### config.mk
export PLATFORM = sky130hd
export DESIGN_NAME = keypad_scan_onehot_flat
export DESIGN_NICKNAME = d
export VERILOG_FILES = /design/src/rtl/keypad_scan_onehot_if.sv /design/src/rtl/keypad_scan_onehot.sv /design/src/flat_wrapper.sv
export SDC_FILE = /design/constraint.sdc
export NUM_CORES = 1
export LEC_CHECK = 0
export BUFFER_PORTS_ARGS = -buffer_cell sky130_fd_sc_hd__buf_2
export CAP_MARGIN = 15
export CORE_ASPECT_RATIO = 0.9
export CORE_MARGIN = 5
export CORE_UTILIZATION = 50
export DETAILED_ROUTE_END_ITERATION = 16
export PLACE_DENSITY = 0.7
export RECOVER_POWER = 100
export SYNTH_ARGS = -nofsm -noshare
export SYNTH_HDL_FRONTEND = slang
export SYNTH_SLANG_ARGS = --single-unit
### constraint.sdc
create_clock -name clk -period 3.55 [get_ports clk]
set_clock_uncertainty 0.15 [all_clocks]
set_input_delay 0.71 -clock clk [delete_from_list [all_inputs] [get_ports clk]]
set_output_delay 0.71 -clock clk [all_outputs]
set_load 0.1 [all_outputs]
### src/rtl/keypad_scan_onehot_if.sv
// Keypad scanner port bundle: column sense in, row drive and debounced key outputs.
interface keypad_scan_onehot_if;
  localparam int unsigned LINES = 4;
  localparam int unsigned KEYS  = 16;

  logic [LINES-1:0] col_in;
  logic [LINES-1:0] row_out;
  logic [KEYS-1:0]  onehot;
  logic             key_valid;
  logic [3:0]       key_code;

  modport master (
    input  col_in,
    output row_out,
    output onehot,
    output key_valid,
    output key_code
  );

  modport slave (
    output col_in,
    input  row_out,
    input  onehot,
    input  key_valid,
    input  key_code
  );
endinterface

### src/rtl/keypad_scan_onehot.sv
// 4x4 keypad row scanner with whole-frame debounce and one-hot key level output.
// Define KEYPAD_MULTI_REJECT_EN to suppress multi-key / ghost patterns instead of lowest-index-wins.
module keypad_scan_onehot #(
  parameter int unsigned SCAN_DIV        = 50000,
  parameter int unsigned DEBOUNCE_FRAMES = 4
) (
  input logic                 clk,
  input logic                 RSTn,
  keypad_scan_onehot_if.master bus
);
  localparam int unsigned COLS  = 4;
  localparam int unsigned KEYS  = 16;
  localparam int unsigned DIV_W = (SCAN_DIV > 1) ? $clog2(SCAN_DIV) : 1;
  localparam int unsigned CNT_W = $clog2(DEBOUNCE_FRAMES + 1);
  localparam logic [DIV_W-1:0] DIV_LAST = DIV_W'(SCAN_DIV - 1);
  localparam logic [CNT_W-1:0] CNT_MAX  = CNT_W'(DEBOUNCE_FRAMES);

  logic [COLS-1:0]  col_s1;
  logic [COLS-1:0]  col_s2;
  logic [DIV_W-1:0] div;
  logic [1:0]       row;
  logic [KEYS-1:0]  frame;
  logic [KEYS-1:0]  cand;
  logic [CNT_W-1:0] stable_cnt;
  logic [KEYS-1:0]  stable_map;

  logic             row_tick_c;
  logic             frame_done_c;
  logic [1:0]       row_nxt_c;
  logic [KEYS-1:0]  frame_next_c;
  logic [KEYS-1:0]  dec_onehot_c;
  logic [3:0]       dec_code_c;
  logic [3:0]       low_idx_c;

  assign row_tick_c   = (div == DIV_LAST);
  assign frame_done_c = row_tick_c && (row == 2'd3);
  assign row_nxt_c    = row + 2'd1;

  // Current frame with this row's pressed columns merged in.
  always_comb begin
    frame_next_c = frame;
    frame_next_c[{row, 2'b00} +: COLS] = ~col_s2;
  end

  // Lowest-index key wins unless multi-key rejection is enabled.
  always_comb begin
    dec_onehot_c = '0;
    dec_code_c   = bus.key_code;
    low_idx_c    = '0;
    for (int i = int'(KEYS) - 1; i >= 0; i--) begin
      if (stable_map[i]) low_idx_c = 4'(i);
    end
`ifdef KEYPAD_MULTI_REJECT_EN
    if ((stable_map != '0) && ((stable_map & (stable_map - 16'd1)) == '0)) begin
      dec_onehot_c = stable_map;
      dec_code_c   = low_idx_c;
    end
`else
    if (stable_map != '0) begin
      dec_onehot_c = 16'd1 << low_idx_c;
      dec_code_c   = low_idx_c;
    end
`endif
  end

  always_ff @(posedge clk or posedge RSTn) begin
    if (RSTn) begin
      col_s1        <= '1;
      col_s2        <= '1;
      div           <= '0;
      row           <= '0;
      frame         <= '0;
      cand          <= '0;
      stable_cnt    <= '0;
      stable_map    <= '0;
      bus.row_out   <= 4'b1110;
      bus.onehot    <= '0;
      bus.key_valid <= 1'b0;
      bus.key_code  <= '0;
    end else begin
      col_s1 <= bus.col_in;
      col_s2 <= col_s1;

      if (row_tick_c) begin
        div         <= '0;
        row         <= row_nxt_c;
        bus.row_out <= ~(4'b0001 << row_nxt_c);
        frame       <= frame_next_c;
      end else begin
        div <= div + DIV_W'(1);
      end

      // Debounce on whole frames: identical consecutive frames build confidence.
      if (frame_done_c) begin
        if (frame_next_c == cand) begin
          if (stable_cnt != CNT_MAX) stable_cnt <= stable_cnt + CNT_W'(1);
        end else begin
          cand       <= frame_next_c;
          stable_cnt <= CNT_W'(1);
        end
      end

      if (stable_cnt == CNT_MAX) stable_map <= cand;

      bus.onehot    <= dec_onehot_c;
      bus.key_code  <= dec_code_c;
      bus.key_valid <= (dec_onehot_c != '0) && (dec_onehot_c != bus.onehot);
    end
  end
endmodule
### src/flat_wrapper.sv
// flat-port wrapper written by rule: the top's interface ports become plain ports
module keypad_scan_onehot_flat 
#(
  parameter int unsigned SCAN_DIV        = 50000,
  parameter int unsigned DEBOUNCE_FRAMES = 4
)
  (clk, RSTn, bus_col_in, bus_row_out, bus_onehot, bus_key_valid, bus_key_code);
  keypad_scan_onehot_if bus_i ();
  input logic clk;
  input logic RSTn;
  input wire logic [$bits(bus_i.col_in)-1:0] bus_col_in;
  output wire logic [$bits(bus_i.row_out)-1:0] bus_row_out;
  output wire logic [$bits(bus_i.onehot)-1:0] bus_onehot;
  output wire logic [$bits(bus_i.key_valid)-1:0] bus_key_valid;
  output wire logic [$bits(bus_i.key_code)-1:0] bus_key_code;
  assign bus_i.col_in = bus_col_in;
  assign bus_row_out = bus_i.row_out;
  assign bus_onehot = bus_i.onehot;
  assign bus_key_valid = bus_i.key_valid;
  assign bus_key_code = bus_i.key_code;
  keypad_scan_onehot #(.SCAN_DIV(SCAN_DIV), .DEBOUNCE_FRAMES(DEBOUNCE_FRAMES)) u_core (.clk(clk), .RSTn(RSTn), .bus(bus_i));
endmodule
==> impl_metrics.py, run 1 <==
metrics = {
    "yosys": {
        "yosysMostFrequentCell": "dfrtp_1",
        "synth_edf_count": 0,
        "synth_ff_type": "dfrtp_1",
        "ys_seq_area_frac": 0.525,
        "synth_area_per_cell_um2": 10.1,
        "ys_types": 59,
        "ys_top_cells_by_count": "dfrtp_1, nand2_1, nor2_1, o21ai_0, a31oi_1",
        "netlist_top_cells_area": "dfrtp_1, dfstp_2, xnor2_1",
        "synth_cells": 482,
        "syn-num-nets": 496,
        "synth_top_cell_area_share": 0.466,
        "ys_ff_latch": 102,
        "async_flop_share": 1.00,
        "yosys.area.top_type": "dfrtp_1",
        "yosysWarnings": 0,
        "syn_area_um2": 4880,
    },
    "clocking": {
        "cts-root-buf": "clkbuf_8",
        "path_clk_slew_ns": 0.09,
        "clock_sinks": 102,
        "cts_hold_buffers": 0,
        "ctsLongestPathBuffers": 2,
        "htreeDepth": 3,
        "post_cts_buffers": 0,
        "cts_resized": 0,
        "cts_tree": "yes",
        "clkLatencyLatePin_ns": 0.36,
        "cts_made_buffers": 9,
    },
    "pwr": {
        "p_leak_nw": 2.42,
        "combPwrFrac": 0.016,
        "power.share.clock": 0.418,
        "p_per_area_nw_per_um2": 388,
        "vdd_ir_drop_max_mv": 0.210,
        "p_sw_w": 0.000409,
        "seqPwrFrac": 0.565,
        "internal_power_w": 0.00166,
        "p_sw_frac": 0.197,
    },
    "placed_design": {
        "globalplace.congestion": 0.877,
        "hpwl_um": 7130,
        "numPortBuffers": 30,
        "placedCellCount": 623,
        "dpl_cell_area_um2": 5160,
    },
    "route": {
        "drt-total-wl_um": 10000,
        "drt_first_pass_iters": 5,
        "vias_per_cell": 5.67,
        "drc": 0,
        "wl_per_cell_um": 15.7,
        "dr.first_iter.drc_count": 234,
        "ant_nets": 0,
        "vias": 3622,
    },
    "global_routing": {
        "grt_pass1_wl_um": 17300,
        "gr-total-overflow": 0,
        "grt_max_degree": 57,
        "grt_use_total": 0.177,
        "first_global_vias": 3507,
        "antenna_found_initial": 0,
    },
    "worst_setup_path": {
        "slowest_delay_ns": 0.47,
        "critPathTopFamily": "simple AND/OR/NAND/NOR gates",
        "crit_path_end_kind": "flop",
        "path_cells": "inv_1 > ha_1 > nor3b_1 > a31oi_1 > xnor2_1 > nor4_1 > nand4_1 > buf_4 > nand2_1 > mux2i_1",
        "worstSetupPathType": "reg2reg",
        "required_ns": 3.68,
        "critPathMaxFanout": 24,
        "worst-path-buf-inv": 2,
        "crit_slowest_cell": "nor3b_1",
        "critPathLaunchType": "flop",
        "arrival_ns": 3.36,
    },
    "sta": {
        "setup_violations": 0,
        "max_slew_margin": -0.370,
        "setup_tns_ns": 0,
        "hold_viol_final": 0,
        "tightestPinTransition_ns": 2.05,
        "finalCritPeriodShare": 0.908,
        "grt_setup_unrepaired": "no",
        "period_needed_ns": 3.23,
        "fmax_ghz": 0.310,
        "final_max_slew_viol_count": 57,
    },
    "outcome": {
        "status": "complete, but fails checks",
        "violations": "max-capacitance violations, max-slew violations",
    },
    "finish": {
        "area_growth_pct": 9.20,
        "n_antenna_cell": 0,
        "final_area_um2": 5330,
        "drive_above_1_share": 0.101,
        "final_nets": 522,
        "stdcell_count": 639,
    },
    "floorplanning": {
        "initial_core_util": 0.508,
        "num_rows": 34,
        "fp.dieH_um": 104,
        "core-area_um2": 9610,
        "io_pins": 31,
        "die_w_um": 114,
        "die_area_um2": 11800,
    },
    "min_path": {
        "min_path_type": "reg2reg",
    },
    "run": {
        "maxCapViolations": 1,
    },
}
==> sequential cells by signal, summed over array words and instances, names as in the netlist <==
name and flops:
u_core.stable_cnt 3, u_core.bus.key_code 4, u_core.col_s1 4, u_core.row 2, u_core.col_s2 4, u_core.cand 16, u_core.bus.row_out 4, u_core.div 16
u_core.bus.key_valid 1, u_core.stable_map 16, u_core.frame 16, u_core.bus.onehot 16
==> power groups by stage <==
stage / Sequential [W] / Combinational, W / Clock, W
after floorplan: 0.00119 / 0.0000240 / 0
after global placement: 0.00119 / 0.0000376 / 0
after detailed placement: 0.00119 / 0.0000387 / 0
after CTS: 0.00117 / 0.0000386 / 0.000889
after global routing: 0.00117 / 0.0000411 / 0.000927
final: 0.00117 / 0.0000339 / 0.000867
==> area by class of cell <==
| cell class | count | area (um2) |
|---|---|---|
| Fill cell | 863 | 4280 |
| Multi-Input combinational cell | 337 | 2130 |
| Clock buffer | 12 | 145 |
| Sequential cell | 102 | 2570 |
| Clock inverter | 4 | 95.1 |
| Timing Repair Buffer | 36 | 153 |
| Tap cell | 126 | 158 |
| Inverter | 22 | 82.6 |
==> worst register-to-register path: cells and delay by family (launching register included) <==
kind,cells,cell delay (ns)
AND/OR/NAND/NOR,4,1.20
flip-flops,1,0.45
buffers and inverters,2,0.37
adder cells (fa/ha/maj),1,0.37
AO/OA/AOI/OAI,1,0.24
multiplexers,1,0.20
XOR/XNOR,1,0.18
==> metal layers <==
layer	global-route usage	vias up	wire, um
met3	0.0426	17	545
met1	0.253	1729	4700
met5	0	-	0
li1	-	1757	-
met4	0.0526	0	157
met2	0.270	119	4640
==> logic make-up (layout without fill, tap and decap cells) <==
group / after synthesis / count (layout) / synth area share
fa+ha+maj: 8 / 8 / 0.0205
flops: 102 / 102 / 0.525
mux: 17 / 17 / 0.0384
buf+inv: 43 / 74 / 0.0351
compound gates: 111 / 111 / 0.142
simple gates: 168 / 168 / 0.180
xor+xnor: 33 / 33 / 0.0592
==> cells in the final DEF (no fill, tap or decap), types with 7 or more instances in the layout <==
cell type	synthesis	layout
a21oi_1	17	17
a31oi_1	31	31
clkbuf_1	18	30
clkbuf_8	0	10
dfrtp_1	91	91
dfstp_2	11	11
ha_1	8	8
inv_1	22	22
mux2_2	14	14
nand2_1	50	50
nand3_1	7	7
nor2_1	40	40
nor2b_1	19	19
nor3_1	7	7
nor4_1	10	11
o21ai_0	33	34
xnor2_1	23	23
xor2_1	10	10
==> worst paths after layout <==
kind                       slack, ns             start               endpoint  depth (start not counted)
max                             0.32     u_core.row[0]         u_core.cand[4]                         10
min                             0.21  u_core.col_s1[0]       u_core.col_s2[0]                          0
max reg2reg                     0.32     u_core.row[0]         u_core.cand[4]                         10
min reg2reg                     0.21  u_core.col_s1[0]       u_core.col_s2[0]                          0
max in group asynchronous       0.71              RSTn       u_core.frame[14]                          3
min in group asynchronous       0.86              RSTn  u_core.bus.onehot[14]                          2
==> per-stage QoR <==
stage          power [W]  hold WS, ns  worst slack [ns]  utilization
5_1_grt          0.00214        0.220            0.0485        0.555
2_1_floorplan    0.00122        0.195            0.0327            -
3_5_place_dp     0.00123        0.198             0.367        0.537
6_report         0.00207        0.210             0.325        0.555
4_1_cts          0.00210        0.211             0.324        0.562
3_3_place_gp     0.00123        0.195             0.520        0.537
No activity file was read; power rests on OpenSTA's default activity.
==> inputs of run 2 (changes only) <==
RECOVER_POWER = 25   (was 100)
==> run 2 against run 1 <==
Effect of this change:
- global-route usage unchanged
- the flow still finishes with violations (max-capacitance violations, max-slew violations)
- largest power group unchanged
- non-clock buffer count did not move
- clock power hardly changed
- critical path depth unchanged
==> impl_metrics.py, run 2 (synthesized netlist as in run 1, its figures left out) <==
metrics = {
    "outcome": {
        "status": "complete, but fails checks",
        "violations": "max-capacitance violations, max-slew violations",
    },
    "clocking": {
        "post_cts_buffers": 0,
        "ctsLongestPathBuffers": 2,
        "cts-root-buf": "clkbuf_8",
        "htreeDepth": 3,
        "path_clk_slew_ns": 0.09,
        "cts_tree": "yes",
        "cts_made_buffers": 9,
        "cts_hold_buffers": 0,
        "cts_resized": 0,
        "clock_sinks": 102,
        "clkLatencyLatePin_ns": 0.35,
    },
    "finish": {
        "drive_above_1_share": 0.160,
        "area_growth_pct": 10.6,
        "fill_cells": 840,
        "final_cell_mix": "dfrtp_1, nand2_1, nor2_1",
        "n_antenna_cell": 0,
        "final_nets": 522,
        "final_area_um2": 5400,
        "layout_commonest_cell": "dfrtp_1",
    },
    "floorplanning": {
        "fp.dieH_um": 104,
        "num_rows": 34,
        "core-area_um2": 9610,
        "io_pins": 31,
        "die_w_um": 114,
        "die_area_um2": 11800,
        "initial_core_util": 0.508,
    },
    "worst_setup_path": {
        "r2r_slack_ns": 0.32,
        "worstSetupPathType": "reg2reg",
        "critPathLaunchType": "flop",
        "r2r-end": "u_core.cand[11]",
        "required_ns": 3.68,
        "critPathMaxFanout": 24,
        "arrival_ns": 3.36,
        "rr_worst_depth": 10,
        "crit_path_end_kind": "flop",
        "r2r-start": "u_core.row[0]",
    },
    "route": {
        "drc": 0,
        "ant_nets": 0,
        "vias_per_cell": 5.59,
        "drt_first_pass_iters": 5,
        "wl_per_cell_um": 15.7,
        "drt-total-wl_um": 10000,
        "dr.first_iter.drc_count": 273,
        "vias": 3571,
    },
    "global_routing": {
        "grt_max_degree": 57,
        "gr-total-overflow": 0,
        "grt_pass1_wl_um": 17300,
        "grt_use_total": 0.177,
        "first_global_vias": 3507,
        "antenna_found_initial": 0,
    },
    "pwr": {
        "p_per_area_nw_per_um2": 384,
        "p_leak_nw": 2.55,
        "vdd_ir_drop_max_mv": 0.210,
    },
    "min_path": {
        "hold-path-cell-count": 0,
        "min_path_type": "reg2reg",
        "hold_end": "u_core.col_s2[0]",
        "hp-start": "u_core.col_s1[0]",
    },
    "placed_design": {
        "numPortBuffers": 30,
        "hpwl_um": 7130,
        "globalplace.congestion": 0.877,
        "dpl_cell_area_um2": 5160,
    },
    "sta": {
        "hold_viol_final": 0,
        "finalCritPeriodShare": 0.910,
        "grt_setup_unrepaired": "no",
        "fmax_ghz": 0.310,
        "setup_violations": 0,
        "period_needed_ns": 3.23,
        "final_max_slew_viol_count": 56,
        "setup_tns_ns": 0,
        "max_slew_margin": -0.436,
        "tightestPinTransition_ns": 2.15,
    },
    "run": {
        "maxCapViolations": 1,
    },
}
[run 2: where the power goes]
part / total [W] / internal, W / switching, W
Sequential: 0.00117 / 0.00117 / 0.00000212
Combinational: 0.0000363 / 0.00000783 / 0.0000284
Clock: 0.000864 / 0.000488 / 0.000377
[run 2: cell type report]
type	instances	area, um2	area share
clock buffer	12	145	0.0269
clock inverter	4	95.1	0.0176
inverter	22	82.6	0.0153
multi-input combinational	337	2150	0.397
sequential	102	2570	0.475
tap	126	158	0.0292
timing repair buffer	36	208	0.0385
[run 2: per-layer routing]
metal / vias up / routed length [um] / track usage
met5: - / 0 / 0
met4: 0 / 163 / 0.0526
met3: 15 / 555 / 0.0426
met2: 98 / 4560 / 0.270
met1: 1710 / 4740 / 0.253
li1: 1748 / - / -
[run 2: critical path, stage by stage, from the launching register on]
cell and delay (ns):
dfrtp_1 0.45, inv_1 0.14, ha_1 0.37, nor3b_1 0.46, a31oi_1 0.24, xnor2_1 0.18, nor4_1 0.43, nand4_1 0.14
buf_4 0.23, nand2_1 0.16, mux2i_1 0.20
[run 2: worst max-delay path by stage]
| stage | depth (start not counted) | startpoint | slack (ns) | to |
|---|---|---|---|---|
| after floorplan | 1 | RSTn | 0.03 | u_core.bus.key_code[0] |
| after global placement | 10 | u_core.row[0] | 0.52 | u_core.stable_cnt[0] |
| after detailed placement | 10 | u_core.row[0] | 0.37 | u_core.stable_cnt[0] |
| after CTS | 10 | u_core.row[0] | 0.32 | u_core.stable_cnt[0] |
| after global routing | 10 | u_core.row[0] | 0.05 | u_core.cand[4] |
| final | 10 | u_core.row[0] | 0.32 | u_core.cand[11] |
[run 2: metrics by stage]
step	utilization	instances	setup slack, ns	power (W)	hold WS, ns
floorplan	-	482	0.0327	0.00122	0.195
global placement	0.537	623	0.520	0.00123	0.195
detailed placement	0.537	623	0.367	0.00123	0.198
CTS	0.562	639	0.324	0.00210	0.211
global route	0.562	639	0.0485	0.00214	0.220
finish	0.562	639	0.319	0.00207	0.210
